### config.mk
export PLATFORM = sky130hd
export DESIGN_NAME = mem_wb_pipe_reg
export DESIGN_NICKNAME = d
export VERILOG_FILES = /design/src/rtl/pipe_pkg.sv /design/src/rtl/pipe_skid_buf.sv /design/src/rtl/mem_wb_pipe_reg.sv
export SDC_FILE = /design/constraint.sdc
export NUM_CORES = 1
export LEC_CHECK = 0
export BUFFER_PORTS_ARGS = -buffer_cell sky130_fd_sc_hd__buf_2
export CORE_MARGIN = 10
export CORE_UTILIZATION = 51
export CTS_BUF_LIST = sky130_fd_sc_hd__clkbuf_16
export DETAILED_ROUTE_END_ITERATION = 10
export PLACE_DENSITY_LB_ADDON = 0.25
export SLEW_MARGIN = 40
export SYNTH_ARGS = -nofsm -noshare
export SYNTH_HDL_FRONTEND = slang
export SYNTH_SLANG_ARGS = --single-unit
### constraint.sdc
create_clock -name clk -period 1.5 [get_ports clk]
set_clock_uncertainty 0.05 [all_clocks]
set_input_delay 0.225 -clock clk [delete_from_list [all_inputs] [get_ports clk]]
set_output_delay 0.225 -clock clk [all_outputs]
set_load 0.005 [all_outputs]
### src/rtl/pipe_pkg.sv
// Shared definitions for the MEM/WB pipeline register: control-bit indices
// and the default-sized payload layout carried from MEM to WB.
package pipe_pkg;

    localparam int CTRL_REG_WRITE  = 0;
    localparam int CTRL_MEM_TO_REG = 1;

    localparam int DEF_DATA_W = 8;
    localparam int DEF_REG_W  = 3;
    localparam int DEF_CTRL_W = 2;

    // Field order matches the flat vector packed by mem_wb_pipe_reg:
    // {ctrl, read_data, alu_result, rd}, rd in the least significant bits.
    typedef struct packed {
        logic [DEF_CTRL_W-1:0] ctrl;
        logic [DEF_DATA_W-1:0] read_data;
        logic [DEF_DATA_W-1:0] alu_result;
        logic [DEF_REG_W-1:0]  rd;
    } mem_wb_payload_t;

endpackage

### src/rtl/pipe_skid_buf.sv
// Generic two-entry valid/ready skid buffer with flush. The main entry drives
// the output; the skid entry catches the one extra word that can arrive while
// the output is stalled, which lets in_ready be a plain flop.
module pipe_skid_buf
    import pipe_pkg::*;
#(
    parameter int W = 8
) (
    input  logic         clk,
    input  logic         rst_n,
    input  logic         flush,
    input  logic         in_valid,
    output logic         in_ready,
    input  logic [W-1:0] in_data,
    output logic         out_valid,
    input  logic         out_ready,
    output logic [W-1:0] out_data
);

    logic         main_valid_r;
    logic         skid_valid_r;
    logic         in_ready_r;
    logic [W-1:0] main_data_r;
    logic [W-1:0] skid_data_r;

    logic         accept_s;
    logic         drain_s;
    logic         main_valid_nx_s;
    logic         skid_valid_nx_s;
    logic         main_we_s;
    logic         main_from_skid_s;
    logic         skid_we_s;

    // Next-state and write-enable decode for the two entries.
    always_comb begin
        accept_s         = in_valid & in_ready_r;
        drain_s          = main_valid_r & out_ready;
        main_valid_nx_s  = main_valid_r;
        skid_valid_nx_s  = skid_valid_r;
        main_we_s        = 1'b0;
        main_from_skid_s = 1'b0;
        skid_we_s        = 1'b0;
        if (flush) begin
            // Squash everything, including any word offered this cycle.
            main_valid_nx_s = 1'b0;
            skid_valid_nx_s = 1'b0;
        end else if (!main_valid_r) begin
            if (accept_s) begin
                main_we_s       = 1'b1;
                main_valid_nx_s = 1'b1;
            end else begin
                main_valid_nx_s = 1'b0;
            end
        end else if (drain_s) begin
            if (skid_valid_r) begin
                // in_ready was low, so no accept can collide with this move.
                main_we_s        = 1'b1;
                main_from_skid_s = 1'b1;
                skid_valid_nx_s  = 1'b0;
            end else if (accept_s) begin
                main_we_s = 1'b1;
            end else begin
                main_valid_nx_s = 1'b0;
            end
        end else begin
            if (accept_s) begin
                skid_we_s       = 1'b1;
                skid_valid_nx_s = 1'b1;
            end else begin
                skid_we_s = 1'b0;
            end
        end
    end

    // Entry state, payload and registered in_ready with synchronous reset.
    always_ff @(posedge clk) begin
        if (!rst_n) begin
            main_valid_r <= 1'b0;
            skid_valid_r <= 1'b0;
            in_ready_r   <= 1'b0;
            main_data_r  <= {W{1'b0}};
            skid_data_r  <= {W{1'b0}};
        end else begin
            main_valid_r <= main_valid_nx_s;
            skid_valid_r <= skid_valid_nx_s;
            in_ready_r   <= ~skid_valid_nx_s;
            if (main_we_s) begin
                main_data_r <= main_from_skid_s ? skid_data_r : in_data;
            end
            if (skid_we_s) begin
                skid_data_r <= in_data;
            end
        end
    end

    assign in_ready  = in_ready_r;
    assign out_valid = main_valid_r;
    assign out_data  = main_data_r;

endmodule

### src/rtl/mem_wb_pipe_reg.sv
// MEM/WB pipeline stage register: a skid buffer holding the MEM payload, plus
// the write-back select mux, register-file write enable and the forwarding
// view of the head entry for the EX bypass.
module mem_wb_pipe_reg
    import pipe_pkg::*;
#(
    parameter int DATA_W      = 8,
    parameter int REG_W       = 3,
    parameter int CTRL_W      = 2,
    parameter int ZERO_REG_RO = 0
) (
    input  logic              clk,
    input  logic              rst_n,
    input  logic              flush,
    input  logic              in_valid,
    output logic              in_ready,
    input  logic [CTRL_W-1:0] in_ctrl,
    input  logic [DATA_W-1:0] in_read_data,
    input  logic [DATA_W-1:0] in_alu_result,
    input  logic [REG_W-1:0]  in_rd,
    output logic              out_valid,
    input  logic              out_ready,
    output logic [CTRL_W-1:0] out_ctrl,
    output logic [DATA_W-1:0] out_read_data,
    output logic [DATA_W-1:0] out_alu_result,
    output logic [REG_W-1:0]  out_rd,
    output logic              wb_we,
    output logic [DATA_W-1:0] wb_data,
    output logic              fwd_valid,
    output logic [REG_W-1:0]  fwd_rd,
    output logic [DATA_W-1:0] fwd_data
);

    localparam int PAY_W = CTRL_W + 2 * DATA_W + REG_W;
    localparam int ALU_LO = REG_W;
    localparam int RDD_LO = REG_W + DATA_W;
    localparam int CTL_LO = REG_W + 2 * DATA_W;

    logic [PAY_W-1:0] in_pay_s;
    logic [PAY_W-1:0] out_pay_s;
    logic             rd_ok_s;
    logic             reg_write_s;

    assign in_pay_s = {in_ctrl, in_read_data, in_alu_result, in_rd};

    pipe_skid_buf #(
        .W (PAY_W)
    ) u_skid (
        .clk       (clk),
        .rst_n     (rst_n),
        .flush     (flush),
        .in_valid  (in_valid),
        .in_ready  (in_ready),
        .in_data   (in_pay_s),
        .out_valid (out_valid),
        .out_ready (out_ready),
        .out_data  (out_pay_s)
    );

    assign out_rd         = out_pay_s[ALU_LO-1:0];
    assign out_alu_result = out_pay_s[RDD_LO-1:ALU_LO];
    assign out_read_data  = out_pay_s[CTL_LO-1:RDD_LO];
    assign out_ctrl       = out_pay_s[PAY_W-1:CTL_LO];

    // Write-back select and the register-zero write suppression.
    always_comb begin
        reg_write_s = out_ctrl[CTRL_REG_WRITE];
        if (out_ctrl[CTRL_MEM_TO_REG]) begin
            wb_data = out_read_data;
        end else begin
            wb_data = out_alu_result;
        end
        if (ZERO_REG_RO != 32'sd0) begin
            rd_ok_s = (out_rd != {REG_W{1'b0}});
        end else begin
            rd_ok_s = 1'b1;
        end
    end

    // A flush squashes the head, so it must not reach the register file.
    assign wb_we     = out_valid & out_ready & reg_write_s & rd_ok_s & ~flush;
    assign fwd_valid = out_valid & reg_write_s & rd_ok_s;
    assign fwd_rd    = out_rd;
    assign fwd_data  = wb_data;

endmodule
==> flow_summary.ini, run 1 <==
[outcome]
outcome = finished clean

[min_path]
min_from = flush
hp-class = in2reg
whs_path_depth = 2
hold_end = u_skid.out_valid

[route]
drt_first_pass_iters = 4
drcViolationCount = 0
viasPerCell = 5.94
wl_per_cell_um = 18.2
drt-total-wl_um = 6130
vias = 2001
drtIter0Drc = 88
drtAntennaViolNets = 0

[setup_path]
reg2reg_depth = 4
cp_num_cells = 2
r2r_slack_ns = 0.16
cp-startpoint = u_skid.out_data[20]
crit_required_ns = 1.22
path_class = reg2out
reg2reg_from = u_skid.out_valid
crit_path_max_incr_delay_ns = 0.41
worstSetupEndpointType = primary output
slowest_stage = dfxtp_4
path_max_fanout = 10
worstPathArrival_ns = 1.19
cp_top_family = flip-flops
r2r-end = u_skid.out_data[8]
startpoint_type = flip-flop
crit_chain = mux2_2 -> buf_2
cp.buffers_inverters = 1

[floorplan]
io_pins = 70
rows = 24
dieArea_um2 = 7460
start_util = 0.520
core-area_um2 = 4320
die_h_um = 86.4
dieWidth_um = 86.4

[finish]
num_antenna_cells = 0
finalInstanceArea_um2 = 2730
instances_no_fill = 337
fin_nets = 310
multi_input_area_um2 = 1120
layout-drive-gt1-share = 0.414
fill_cells = 377
seq_area_um2 = 906
area_growth_pct = 21.4

[timing]
slew_headroom = 0.783
worst_slew_pin_slew_ns = 0.316
rsz0062_at_grt = true
tns_ns = 0
timing.final.crit_period_ns = 1.47
setup_viol_count_final = 0
hold_viol = 0
finalCritPeriodShare = 0.977
drv_slew = 0
fmax_mhz = 682

[global_routing]
antenna_found_initial = 0
grt_use_total = 0.160
grt_pass1_vias = 1901
grt.overflow.total = 0
grt_pass1_wl_um = 9820
grt_max_degree = 23

[placement]
hpwl_um = 4380
place_congestion = 0.803
port_buffers = 69
dp.cells = 329
postPlaceCellArea_um2 = 2590

[cts]
clk_pin_slew_ns = 0.06
cts-buffers-inserted = 5
root_buffer = clkbuf_16
cts_tree = yes
cts_num_sinks = 45
htreeDepth = 2
cts_max_path_buffers = 2
clk_latency_ns = 0.28

[yosys]
netlist_area_um2 = 2250
synth_flop_cell = dfxtp_1
syn-instance-count = 233
synth-seq-cells = 45
ys_seq_area_frac = 0.401
synthArstFlopShare = 0
synth_nets = 259
yosys_warnings = 0
syn-mean-instance-area_um2 = 9.64
synth.distinct_cells = 26
synth_edf_count = 0

[pwr]
power.density_nw_per_um2 = 962
ir_drop_v = 0.000561
p_leak_uw = 0.00126
power_uw = 2630

[run]
maxCapViolCount = 0
[logic make-up (layout without fill, tap and decap cells)]
group                  after synthesis  after routing  synth area share
AO/OA/AOI/OAI                       89             89             0.282
buffers and inverters               39             91             0.101
flip-flops                          45             45             0.401
multiplexers                        29             29             0.134
AND/OR/NAND/NOR                     31             31            0.0824
[worst max path at each step]
stage	end
global route	fwd_data[4]
floorplan	wb_data[0]
CTS	wb_we
detailed placement	u_skid.out_data[16]
finish	fwd_data[2]
global placement	u_skid.out_data[16]
[through the flow]
| stage | hold slack [ns] | setup WS, ns | utilization |
|---|---|---|---|
| global placement | 0.402 | 0.135 | 0.598 |
| floorplan | 0.253 | 0.0770 | - |
| finish | 0.112 | 0.0342 | 0.631 |
| CTS | 0.112 | 0.0248 | 0.631 |
| global route | 0.131 | -0.000129 | 0.631 |
| detailed placement | 0.411 | 0.101 | 0.598 |
[final cells by class]
type	instances	share of cell area
multi-input combinational	149	0.410
tap	52	0.0238
clock buffer	5	0.0459
sequential	45	0.332
inverter	3	0.00413
clock inverter	3	0.00413
timing repair buffer	80	0.180
[state kept, by name, indices dropped and copies added (netlist names)]
| register | count |
|---|---|
| u_skid.in_ready | 1 |
| u_skid.out_data | 21 |
| u_skid.skid_valid_r | 1 |
| u_skid.out_valid | 1 |
| u_skid.skid_data_r | 21 |
[routing by layer]
layer	wire, µm	vias up	GRT usage
met4	86	0	0.0501
met5	0	-	0
met3	526	7	0.0572
met1	2760	948	0.214
li1	-	970	-
met2	2760	76	0.232
[power breakdown]
part	switching [µW]	internal (µW)
Sequential	30.6	1230
Clock	423	599
Combinational	191	154
[cell usage after synthesis, types with 2 or more instances]
library cell	instances	area (µm²)
o21ai_0	22	110
inv_1	2	7.51
nand3_1	21	105
buf_6	3	33.8
mux2i_1	21	210
clkbuf_1	10	37.5
dfxtp_1	45	901
a21oi_1	21	105
a31oi_1	22	138
a211oi_2	20	250
buf_2	7	35.0
mux2_2	8	90.1
buf_4	13	97.6
buf_1	3	11.3
a211oi_1	3	22.5
and2_1	2	12.5
[layout by cell type, fill, tap and decap left out]
master / instances
a31oi_1: 22
nand4b_1: 1
clkbuf_16: 5
nor2_1: 1
nand2_1: 1
buf_2: 69
nand4b_2: 1
and4_1: 1
a211oi_1: 3
and2_1: 2
mux2_2: 8
a22o_1: 1
nand3_1: 21
dfxtp_2: 1
buf_12: 5
nand2b_1: 1
dfxtp_4: 1
and4b_1: 1
dfxtp_1: 43
buf_4: 6
inv_2: 1
inv_1: 5
o21ai_0: 22
mux2i_1: 21
and3_4: 1
a21oi_1: 21
a211oi_2: 20
[what timing repair did]
action | CTS | global route
setup buffers | 0 | 0
hold buffers | 0 | 0
setup endpoints to repair | 16 | 2
resized for setup | 2 | 1
pin swaps | 0 | 0
Note: power is estimated with default switching activity, not from simulation.
==> run 2, diff against run 1 <==
--- a/config.mk
+++ b/config.mk
@@ -5,9 +5,10 @@
 export SDC_FILE = /design/constraint.sdc
 export NUM_CORES = 1
 export LEC_CHECK = 0
+export ABC_AREA = 1
 export BUFFER_PORTS_ARGS = -buffer_cell sky130_fd_sc_hd__buf_2
 export CORE_MARGIN = 10
-export CORE_UTILIZATION = 51
+export CORE_UTILIZATION = 50
 export CTS_BUF_LIST = sky130_fd_sc_hd__clkbuf_16
 export DETAILED_ROUTE_END_ITERATION = 10
 export PLACE_DENSITY_LB_ADDON = 0.25
==> flow_summary.ini, run 2 <==
[pwr]
ir_drop_v = 0.000628
p_leak_uw = 0.00145
power.density_nw_per_um2 = 912

[setup_path]
worstSetupEndpoint = fwd_data[6]
cp.buffers_inverters = 2
reg2reg_depth = 7
r2r-end = u_skid.out_data[9]
reg2reg_from = u_skid.out_valid
worstSetupEndpointType = primary output
r2r_slack_ns = 0.19
cp_num_cells = 4
path_max_fanout = 14
worstPathArrival_ns = 1.13
slowest_stage = dfxtp_2
crit_path_max_incr_delay_ns = 0.37
path_class = reg2out
startpoint_type = flip-flop
crit_required_ns = 1.22
crit_chain = buf_6 -> nand2_1 -> o21ai_0 -> buf_2
cp-startpoint = u_skid.out_data[20]
cp_top_family = flip-flops

[placement]
hpwl_um = 4280
place_congestion = 0.839
port_buffers = 69
dp.cells = 454

[yosys]
synth_flop_cell = dfxtp_1
yosys_warnings = 0
synth.top_cells.by_count = nand2_1 (121), dfxtp_1 (45), nor2_1 (45)
syn-instance-count = 354
yosysMostFrequentCell = nand2_1
synth.area.top_cells = dfxtp_1 (39%), nand2_1 (20%), nand3_1 (9.3%)
synthArstFlopShare = 0
yosysTopAreaCell = dfxtp_1
netlist_area_um2 = 2330
syn-mean-instance-area_um2 = 6.57
synth_edf_count = 0
ys_seq_area_frac = 0.387
yosys.area.top_type_share = 0.387
synth_nets = 380
synth.distinct_cells = 17
synth-seq-cells = 45

[floorplan]
dieArea_um2 = 7780
io_pins = 70
rows = 24
die_h_um = 88.2
start_util = 0.523
dieWidth_um = 88.2
core-area_um2 = 4440

[timing]
setup_viol_count_final = 0
tns_ns = 0
drv_slew = 0
fmax_mhz = 713
slew_headroom = 0.826
rsz0062_at_grt = false
worst_slew_pin_slew_ns = 0.258
hold_viol = 0
timing.final.crit_period_ns = 1.40
finalCritPeriodShare = 0.934

[cts]
cts_tree = yes
clk_pin_slew_ns = 0.06
cts-buffers-inserted = 5
root_buffer = clkbuf_16
clk_latency_ns = 0.28
cts_max_path_buffers = 2
cts_num_sinks = 45
htreeDepth = 2

[global_routing]
grt.overflow.total = 0
grt_pass1_wl_um = 9690
grt_pass1_vias = 2064
antenna_found_initial = 0
grt_use_total = 0.153
grt_max_degree = 43

[finish]
layout_commonest_cell = nand2_1
area_growth_pct = 17.1
fin_nets = 435
num_antenna_cells = 0
instances_no_fill = 462
final_cell_mix = nand2_1 (121), buf_2 (69), nor2_1 (45), dfxtp_1 (44), nand3_1 (43)
postLayoutCoreUtil = 0.613
layout-drive-gt1-share = 0.244

[run]
maxCapViolCount = 0

[route]
drt_first_pass_iters = 4
wl_per_cell_um = 12.5
drtAntennaViolNets = 0
drtIter0Drc = 110
drcViolationCount = 0
vias = 2218
drt-total-wl_um = 5790
viasPerCell = 4.80

[outcome]
outcome = finished clean

[min_path]
hp-class = in2reg
-- run 2: cell count changes after synthesis, sizes merged, moves of 22 or more --
| cell | change |
|---|---|
| a211oi | -23 |
| a31oi | -22 |
| inv | +25 |
| nand2 | +124 |
| nand3 | +23 |
| nor2 | +46 |
-- run 2: repair_timing --
item                                    4_1_cts  5_1_grt
hold buffers                                  0        0
cloned                                        0        0
endpoints found under the setup margin        2       33
setup buffers                                 0        0
pin swaps                                     0        0
gates resized for setup                       1        3
-- run 2: report_power, final --
group,switching (µW),internal [µW]
Clock,424,604
Sequential,13.0,1210
Combinational,139,88.1
-- run 2: logic make-up after synthesis --
family          synth area share
compound gates            0.0689
buf+inv                    0.152
flops                      0.387
simple gates               0.392
-- run 2: area by class of cell --
cell class	count	area, µm²
tap	52	65.1
clock buffer	5	125
sequential	45	902
inverter	28	105
multi-input combinational	249	1080
timing repair buffer	80	432
clock inverter	3	13.8
fill	434	1720
-- run 2: worst min path at each step --
stage                                 startpoint  cells after the start                     end  slack, ns
after global routing                       flush                      2        u_skid.out_valid       0.16
final                                      flush                      2        u_skid.out_valid       0.14
after detailed placement  u_skid.skid_data_r[14]                      2  u_skid.skid_data_r[14]       0.40
after floorplan                            flush                      1        u_skid.out_valid       0.25
after global placement    u_skid.skid_data_r[16]                      2  u_skid.skid_data_r[16]       0.40
after CTS                                  flush                      2        u_skid.out_valid       0.14
-- run 2: layer usage --
metal	up-vias	share of wire	global-route usage
met1	948	0.44	0.201
met5	-	0	0
met3	7	0.090	0.0427
met2	66	0.46	0.238
li1	1197	-	-
met4	0	0.013	0.0485
-- run 2: metrics by stage --
stage	power [µW]	hold WS, ns	area, µm²	worst slack (ns)
floorplan	1390	0.247	2330	0.195
global placement	1480	0.398	2570	0.180
detailed placement	1480	0.402	2570	0.134
CTS	2510	0.139	2710	0.0148
global route	2590	0.158	2720	0.000330
finish	2480	0.142	2720	0.0983
